`src/rtl/decode_stage_pkg.sv`:
```
// Shared definitions for the decode stage: opcodes, immediate formats,
// default sizes and the ID/EX control-field struct.
package decode_stage_pkg;

    localparam int N_DEFAULT     = 5;
    localparam int WIDTH_DEFAULT = 32;

    localparam logic [6:0] OP_LOAD   = 7'b0000011;
    localparam logic [6:0] OP_IMM    = 7'b0010011;
    localparam logic [6:0] OP_JALR   = 7'b1100111;
    localparam logic [6:0] OP_STORE  = 7'b0100011;
    localparam logic [6:0] OP_BRANCH = 7'b1100011;
    localparam logic [6:0] OP_LUI    = 7'b0110111;
    localparam logic [6:0] OP_AUIPC  = 7'b0010111;
    localparam logic [6:0] OP_JAL    = 7'b1101111;
    localparam logic [6:0] OP_OP     = 7'b0110011;

    typedef enum logic [2:0] {
        FMT_NONE,
        FMT_I,
        FMT_S,
        FMT_B,
        FMT_U,
        FMT_J
    } imm_fmt_e;

    typedef struct packed {
        logic [6:0] opcode;
        logic [2:0] funct3;
        logic [6:0] funct7;
        logic       is_load;
        logic       reg_write;
    } idex_ctrl_t;

    function automatic imm_fmt_e imm_format(input logic [6:0] opcode);
        case (opcode)
            OP_LOAD, OP_IMM, OP_JALR: return FMT_I;
            OP_STORE:                 return FMT_S;
            OP_BRANCH:                return FMT_B;
            OP_LUI, OP_AUIPC:         return FMT_U;
            OP_JAL:                   return FMT_J;
            default:                  return FMT_NONE;
        endcase
    endfunction

    function automatic logic writes_rd(input logic [6:0] opcode);
        return (opcode == OP_LUI)  || (opcode == OP_AUIPC) || (opcode == OP_JAL) ||
               (opcode == OP_JALR) || (opcode == OP_LOAD)  || (opcode == OP_IMM) ||
               (opcode == OP_OP);
    endfunction

    // Unknown opcodes are treated as reading rs1 so hazards err on the safe side.
    function automatic logic uses_rs1(input logic [6:0] opcode);
        return !((opcode == OP_LUI) || (opcode == OP_AUIPC) || (opcode == OP_JAL));
    endfunction

    function automatic logic uses_rs2(input logic [6:0] opcode);
        return (opcode == OP_STORE) || (opcode == OP_BRANCH) || (opcode == OP_OP);
    endfunction

endpackage

```
`src/rtl/decode_stage_imm_gen.sv`:
```
// Combinational immediate generator: picks the format from the opcode and
// sign-extends from instruction bit 31.
module decode_stage_imm_gen
    import decode_stage_pkg::*;
#(
    parameter int WIDTH = WIDTH_DEFAULT
) (
    input  logic [WIDTH-1:0] i_instr,
    output logic [WIDTH-1:0] o_imm
);

    logic [31:0] w_ins;
    logic [31:0] w_imm32;

    assign w_ins = i_instr[31:0];

    always_comb begin
        w_imm32 = '0;
        case (imm_format(w_ins[6:0]))
            FMT_I:   w_imm32 = {{20{w_ins[31]}}, w_ins[31:20]};
            FMT_S:   w_imm32 = {{20{w_ins[31]}}, w_ins[31:25], w_ins[11:7]};
            FMT_B:   w_imm32 = {{19{w_ins[31]}}, w_ins[31], w_ins[7], w_ins[30:25], w_ins[11:8], 1'b0};
            FMT_U:   w_imm32 = {w_ins[31:12], 12'b0};
            FMT_J:   w_imm32 = {{11{w_ins[31]}}, w_ins[31], w_ins[19:12], w_ins[20], w_ins[30:21], 1'b0};
            default: w_imm32 = '0;
        endcase
    end

    assign o_imm = WIDTH'($signed(w_imm32));

endmodule

```
`src/rtl/decode_stage.sv`:
```
// Instruction decode stage: register-file read with writeback bypass,
// load-use hazard detection and the ID/EX pipeline register.
module decode_stage
    import decode_stage_pkg::*;
#(
    parameter int N     = N_DEFAULT,
    parameter int WIDTH = WIDTH_DEFAULT
) (
    input  logic             clk,
    input  logic             rst,
    input  logic             in_valid,
    input  logic [WIDTH-1:0] in_instr,
    input  logic [WIDTH-1:0] in_pc,
    output logic             in_ready,
    output logic [N-1:0]     rf_a,
    output logic [N-1:0]     rf_b,
    input  logic [WIDTH-1:0] rf_data_a,
    input  logic [WIDTH-1:0] rf_data_b,
    input  logic             wb_wenable,
    input  logic [N-1:0]     wb_reg,
    input  logic [WIDTH-1:0] wb_data,
    input  logic             flush,
    input  logic             out_ready,
    output logic             out_valid,
    output logic [WIDTH-1:0] out_pc,
    output logic [WIDTH-1:0] out_rs1_val,
    output logic [WIDTH-1:0] out_rs2_val,
    output logic [WIDTH-1:0] out_imm,
    output logic [N-1:0]     out_rs1,
    output logic [N-1:0]     out_rs2,
    output logic [N-1:0]     out_rd,
    output logic [6:0]       out_opcode,
    output logic [2:0]       out_funct3,
    output logic [6:0]       out_funct7,
    output logic             out_is_load,
    output logic             out_reg_write
);

    logic [6:0]       w_opcode;
    logic [N-1:0]     w_rs1;
    logic [N-1:0]     w_rs2;
    logic [N-1:0]     w_rd;
    logic [WIDTH-1:0] w_imm;
    logic [WIDTH-1:0] w_rs1_val;
    logic [WIDTH-1:0] w_rs2_val;
    idex_ctrl_t       w_ctrl;
    logic             w_hazard;
    logic             w_out_ready_eff;

    logic             r_valid;
    logic [WIDTH-1:0] r_pc;
    logic [WIDTH-1:0] r_rs1_val;
    logic [WIDTH-1:0] r_rs2_val;
    logic [WIDTH-1:0] r_imm;
    logic [N-1:0]     r_rs1;
    logic [N-1:0]     r_rs2;
    logic [N-1:0]     r_rd;
    idex_ctrl_t       r_ctrl;

    assign w_opcode = in_instr[6:0];
    assign w_rs1    = in_instr[15 +: N];
    assign w_rs2    = in_instr[20 +: N];
    assign w_rd     = in_instr[7 +: N];
    assign rf_a     = w_rs1;
    assign rf_b     = w_rs2;

    decode_stage_imm_gen #(.WIDTH(WIDTH)) u_imm_gen (
        .i_instr (in_instr),
        .o_imm   (w_imm)
    );

    // x0 reads as zero even if writeback targets it in the same cycle.
    always_comb begin
        w_rs1_val = rf_data_a;
        if (w_rs1 == '0)
            w_rs1_val = '0;
        else if (wb_wenable && (wb_reg == w_rs1))
            w_rs1_val = wb_data;

        w_rs2_val = rf_data_b;
        if (w_rs2 == '0)
            w_rs2_val = '0;
        else if (wb_wenable && (wb_reg == w_rs2))
            w_rs2_val = wb_data;
    end

    always_comb begin
        w_ctrl.opcode    = w_opcode;
        w_ctrl.funct3    = in_instr[14:12];
        w_ctrl.funct7    = in_instr[31:25];
        w_ctrl.is_load   = (w_opcode == OP_LOAD);
        w_ctrl.reg_write = writes_rd(w_opcode) && (w_rd != '0);
    end

    assign w_hazard = r_valid && r_ctrl.is_load && (r_rd != '0) &&
                      ((uses_rs1(w_opcode) && (r_rd == w_rs1)) ||
                       (uses_rs2(w_opcode) && (r_rd == w_rs2)));

    assign w_out_ready_eff = !r_valid || out_ready;
    assign in_ready        = flush || (w_out_ready_eff && !w_hazard);

    // Flush beats everything; a stall holds all fields; a hazard or empty input inserts a bubble.
    always_ff @(posedge clk or posedge rst) begin
        if (rst) begin
            r_valid   <= 1'b0;
            r_pc      <= '0;
            r_rs1_val <= '0;
            r_rs2_val <= '0;
            r_imm     <= '0;
            r_rs1     <= '0;
            r_rs2     <= '0;
            r_rd      <= '0;
            r_ctrl    <= '0;
        end else if (flush) begin
            r_valid          <= 1'b0;
            r_ctrl.is_load   <= 1'b0;
            r_ctrl.reg_write <= 1'b0;
        end else if (w_out_ready_eff) begin
            if (in_valid && !w_hazard) begin
                r_valid   <= 1'b1;
                r_pc      <= in_pc;
                r_rs1_val <= w_rs1_val;
                r_rs2_val <= w_rs2_val;
                r_imm     <= w_imm;
                r_rs1     <= w_rs1;
                r_rs2     <= w_rs2;
                r_rd      <= w_rd;
                r_ctrl    <= w_ctrl;
            end else begin
                r_valid          <= 1'b0;
                r_ctrl.is_load   <= 1'b0;
                r_ctrl.reg_write <= 1'b0;
            end
        end
    end

    assign out_valid     = r_valid;
    assign out_pc        = r_pc;
    assign out_rs1_val   = r_rs1_val;
    assign out_rs2_val   = r_rs2_val;
    assign out_imm       = r_imm;
    assign out_rs1       = r_rs1;
    assign out_rs2       = r_rs2;
    assign out_rd        = r_rd;
    assign out_opcode    = r_ctrl.opcode;
    assign out_funct3    = r_ctrl.funct3;
    assign out_funct7    = r_ctrl.funct7;
    assign out_is_load   = r_ctrl.is_load;
    assign out_reg_write = r_ctrl.reg_write;

endmodule
```
`config.mk`:
```
export PLATFORM = sky130hd
export DESIGN_NAME = decode_stage
export DESIGN_NICKNAME = d
export VERILOG_FILES = /design/src/rtl/decode_stage_pkg.sv /design/src/rtl/decode_stage_imm_gen.sv /design/src/rtl/decode_stage.sv
export SDC_FILE = /design/constraint.sdc
export NUM_CORES = 1
export LEC_CHECK = 0
export BUFFER_PORTS_ARGS = -buffer_cell sky130_fd_sc_hd__buf_2
export CAP_MARGIN = 20
export CORE_MARGIN = 10
export CORE_UTILIZATION = 40
export CTS_CLUSTER_SIZE = 14
export DETAILED_ROUTE_END_ITERATION = 10
export PLACE_DENSITY = 0.7
export SYNTH_ARGS = -nofsm -noshare
export SYNTH_HDL_FRONTEND = slang
export SYNTH_HIERARCHICAL = 1
export SYNTH_SLANG_ARGS = --single-unit
```
`constraint.sdc`:
```
create_clock -name clk -period 15.2 [get_ports clk]
set_clock_uncertainty 0.05 [all_clocks]
set_input_delay 3.04 -clock clk [delete_from_list [all_inputs] [get_ports clk]]
set_output_delay 3.04 -clock clk [all_outputs]
set_load 0.1 [all_outputs]
```
# Yosys cells after proc, flatten, opt, wreduce, memory -nomap -nowiden
# Index checks and enable logic that the tools add are counted.
dict set report op_classes {
  n_mux 12
  eq_ne 18
  reduce_logical 32
  bitwise_logic 1
}
# op n
set ops {}
lappend ops {{$pmux 32 s5} 1}
lappend ops {{$mux 32} 4}
lappend ops {{$eq 7x6->1 const B} 3}
lappend ops {{$eq 7x7->1 const B} 3}
lappend ops {{$eq 5x5->1} 4}
lappend ops {{$pmux 3 s5} 1}
lappend ops {{$eq 7x5->1 const B} 2}
lappend ops {{$logic_or 1x1->1} 11}
lappend ops {{$logic_and 1x1->1} 10}
lappend ops {{$logic_not 5->1} 2}
lappend ops {{$reduce_bool 5->1} 2}
lappend ops {{$eq 7x2->1 const B} 1}
lappend ops {{$eq 3x2->1 const B} 2}
lappend ops {{$eq 3x3->1 const B} 2}
lappend ops {{$mux 2} 3}
lappend ops {{$eq 3x1->1 const B} 1}
lappend ops {{$logic_not 1->1} 3}
lappend ops {{$mux 1} 3}
lappend ops {{$reduce_and 3->1} 1}
lappend ops {{$reduce_or 3->1} 1}
lappend ops {{$reduce_bool 2->1} 1}
lappend ops {{$reduce_or 2->1} 1}
lappend ops {{$not 1->1} 1}
dict set report word_totals {
  output_inout_bits 174
  register_bits 163
  word_cells 76
  inputBits 171
}

# Depth between registers and ports, before layout
dict set report depth {
  word_depth 12
  depth_mapped 8
  mapped_depth_nobuf 5
}

# Hierarchy
# The synthesis kept the hierarchy.
# mod area_per_inst_um2 cells_each seq_area_each_um2 instances
set by_module_without_submodules {}
lappend by_module_without_submodules {decode_stage 7467.2 572 4078.9 1}
lappend by_module_without_submodules {decode_stage_imm_gen 606.8 91 0.0 1}

# Worst setup path after synthesis
# Ideal clock, no wire load.
dict set report synth_path {
  kind {input to output}
  startpoint {in in_instr[3]}
  endpoint {out in_ready}
  setup_slack_ns 6.630
  path_buffers 2
  cell_stages 6
  t_arrival_ns 5.480
  cell_sequence {or3b_2 -> a21oi_1 -> nor4_2 -> buf_6 -> clkbuf_1 -> o21bai_1}
}
dict set report synth_between {
  elab_chain_cells 10
  elab_cells_between_ends 18
  classes_between {eq/ne (6); reduce/logical (12)}
}
# item line
set synth_rtl {}
lappend synth_rtl {{start, declared} decode_stage.sv:12} ;# input logic [WIDTH-1:0] in_instr,
lappend synth_rtl {{$eq 7x6->1 / $eq 7x5->1 (equally long branches)} decode_stage_pkg.sv:54} ;# return !((opcode == OP_LUI) || (opcode == OP_AUIPC) || (opcode == OP_JAL));
lappend synth_rtl {{$logic_or 1x1->1 (2 in a row)} decode_stage_pkg.sv:54}
lappend synth_rtl {{$logic_not 1->1} decode_stage_pkg.sv:54}
lappend synth_rtl {{$logic_and 1x1->1} decode_stage.sv:96} ;# ((uses_rs1(w_opcode) && (r_rd == w_rs1)) ||
lappend synth_rtl {{$logic_or 1x1->1 (*)} decode_stage.sv:96}
lappend synth_rtl {{$logic_and 1x1->1 (*)} decode_stage.sv:95} ;# assign w_hazard = r_valid && r_ctrl.is_load && (r_rd != '0) &&
lappend synth_rtl {{$logic_not 1->1 (*)} decode_stage.sv:100} ;# assign in_ready = flush || (w_out_ready_eff && !w_hazard);
lappend synth_rtl {{$logic_and 1x1->1 (*)} decode_stage.sv:100}
lappend synth_rtl {{$logic_or 1x1->1 (*)} decode_stage.sv:100}
lappend synth_rtl {{end, declared} decode_stage.sv:14} ;# output logic in_ready,
# Every way passes the cells marked *; elsewhere a longest branch is shown, timed or not.

# Worst setup path after layout
dict set report layout_path {
  startpoint {in in_instr[4]}
  endpoint {out in_ready}
}
# The elaborated chain is that of the path after synthesis.

==> impl_metrics.tcl <==
set metrics [dict create \
    start_util 0.4108 \
    grt_pass1_vias 7133 \
    viasPerCell 5.309 \
    synth.mux.area_fraction 0.2151 \
    clockRootBuffer "clkbuf_16" \
    grt_pass1_wl_um 42290 \
    synth_nets 834 \
    slew_headroom 0.2663 \
    design_area_um2 10490 \
    fin_crit_ns 8.227 \
    post-cts-setup-buffer-count 0 \
    setup_viol 0 \
    routed_wl_um 27660 \
    drt-initial-drc-count 362 \
    cts-resized-gates 0 \
    synth_top_family_by_area "multiplexers" \
    worstHoldStart "out_reg_write" \
    powerDensity_nw_per_um2 155.1 \
    post_drt_wl_per_cell_um 22.13 \
    rsz0062_at_grt "no" \
    whs_ns 0.4255 \
    antenna_found_initial 2 \
    cts_buffers 17 \
    synth_xor_xnor_area_share 0.02170 \
    reg2reg_from "out_rd[2]" \
    async_reset_ff_frac 1.000 \
    fp.dieH_um 162.1 \
    hold_viol_final 0 \
    critPathLaunchType "input pin" \
    drv_slew 0 \
    ys_types 59 \
    die_w_um 162.1 \
    via_count 6636 \
    fin_nets 1142 \
    critPathCaptureType "primary output" \
    overflow 0 \
    cts_hold_buf 0 \
    syn_inst 663 \
    yosysSeqAreaShare 0.5052 \
    ios 345 \
    hp-class "flip-flop to flip-flop" \
    min_period_over_period 0.5413 \
    arrival_ns 5.14 \
    drc 0 \
    coreArea_um2 19650 \
    synth_compound_area_frac 0.1480 \
    tns_ns 0 \
    min_to "out_reg_write" \
    final_cells 1250 \
    netlist_area_um2 8074 \
    place_area_um2 9847 \
    dieArea_um2 26270 \
    outcome "finished, final reports clean" \
    antenna_left 0 \
    yosys.area_share.simple 0.05889 \
    placed_cells 1216 \
    cp.required_ns 12.11 \
    tritoncts "yes" \
    reg2reg_to "out_rs2[4]" \
    clk_latency_ns 0.42 \
    synth_fa_ha_area_frac 0 \
    clk_pin_slew_ns 0.07 \
    startpoint "in_instr[4]" \
    ys.flop_type "dfrtp_1" \
    grt_max_degree 94 \
    yosysWarnings 6 \
    fmax_mhz 121.5 \
    vdd.ir_drop.worst_v 0.0001011 \
    rr_worst_depth 6 \
    num_rows 51 \
    rrSetupSlack_ns 11.88 \
    h-tree-depth 4 \
    maxCapViolations 0 \
    portBuffers 344 \
    synth_enable_flop_cells 0 \
    drive_gt1_frac 0.5254 \
    place.gp.congestion 0.8977 \
    dr.pass1.iters 4 \
    grtUsageTotal 0.2049 \
    clock_path_buffers 2 \
    clock-sinks 163 \
    p_leak_uw 0.005001 \
    worstMarginPinSlew_ns 1.098 \
    area_growth_pct 29.89 \
    avgSynthCellArea_um2 12.18 \
    path_class "input pin to primary output" \
    min_path_cells 2 \
    critPathMaxFanout 68 \
    ys_ff_latch 163 \
    hpwl_um 20150 \
]
==> metrics by stage <==
| step | util | power (uW) | setup WS (ns) |
|---|---|---|---|
| 3_3_place_gp | 0.5010 | 1196 | 7.008 |
| 3_5_place_dp | 0.5010 | 1202 | 7.004 |
| 5_1_grt | 0.5335 | 1688 | 6.850 |
| 4_1_cts | 0.5321 | 1643 | 7.001 |
| 6_report | 0.5336 | 1627 | 6.973 |
| 2_1_floorplan | - | 1068 | 6.630 |
==> placed cells by master (no fill, tap or decap), types with 8 or more instances in the layout <==
cell,synthesis,routed
dfrtp_1,163,163
o21ai_0,74,74
o31ai_1,51,51
mux2i_1,64,64
nand3_1,15,15
clkbuf_16,0,17
a21o_1,8,8
buf_2,9,344
o31ai_2,13,13
inv_1,10,9
xor2_1,8,8
nor2_1,13,11
xnor2_1,12,12
mux2_2,96,96
==> flip-flops by register name (all words and copies together), names as in the netlist <==
name,count
out_valid,1
out_rs2,5
out_funct3,3
out_reg_write,1
out_opcode,7
out_is_load,1
out_rs1_val,32
out_imm,32
out_rd,5
out_rs1,5
out_rs2_val,32
out_funct7,7
out_pc,32
==> routing by layer <==
layer  GRT usage  share of wire  vias to the layer above
met5           0              0                        -
met2      0.3398           0.48                      276
met3     0.08847           0.10                       21
met1      0.2348           0.40                     3269
met4     0.06121          0.014                        0
li1            -              -                     3070
==> critical path, cell delays in order <==
cell and delay, ns:
buf_2 0.21, or3b_2 0.46, a21oi_1 0.30, nor4_4 0.09, buf_4 0.30, o21bai_1 0.22
buf_2 0.44
==> area by class of cell <==
cell class,instances,area (um2)
clock buffers,17,425.4
repair buffers,352,1802
flip-flops and latches,163,4079
well taps,265,331.6
fillers,1773,9166
multi-input cells,427,3620
inverters,10,42.54
clock inverters,15,185.2
diodes,1,2.502
==> cell families after synthesis <==
logic type             count (synthesis)
multiplexers                         161
flip-flops                           163
AO/OA/AOI/OAI                        171
buffers and inverters                 73
AND/OR/NAND/NOR                       75
XOR/XNOR                              20
==> worst max-delay path by stage <==
stage	cells after the start	to
after floorplan	6	in_ready
after global placement	7	in_ready
after detailed placement	7	in_ready
after CTS	7	in_ready
after global routing	7	in_ready
final	7	in_ready
==> Yosys cell counts, types with 10 or more instances <==
master	n	area, um2
o31ai_2	13	162.7
o21ai_0	74	370.4
mux2_2	96	1081
xnor2_1	12	105.1
o31ai_1	51	382.9
nor2_1	13	48.80
nand3_1	15	75.07
clkbuf_1	29	108.9
buf_4	13	97.59
inv_1	10	37.54
mux2i_1	64	640.6
dfrtp_1	163	4079
==> report_power, final <==
part           total [uW]  internal [uW]  switching (uW)
registers             521            491            30.6
logic                 668            113             555
clock network         438            223             214
Note: power is estimated with default switching activity, not from simulation.
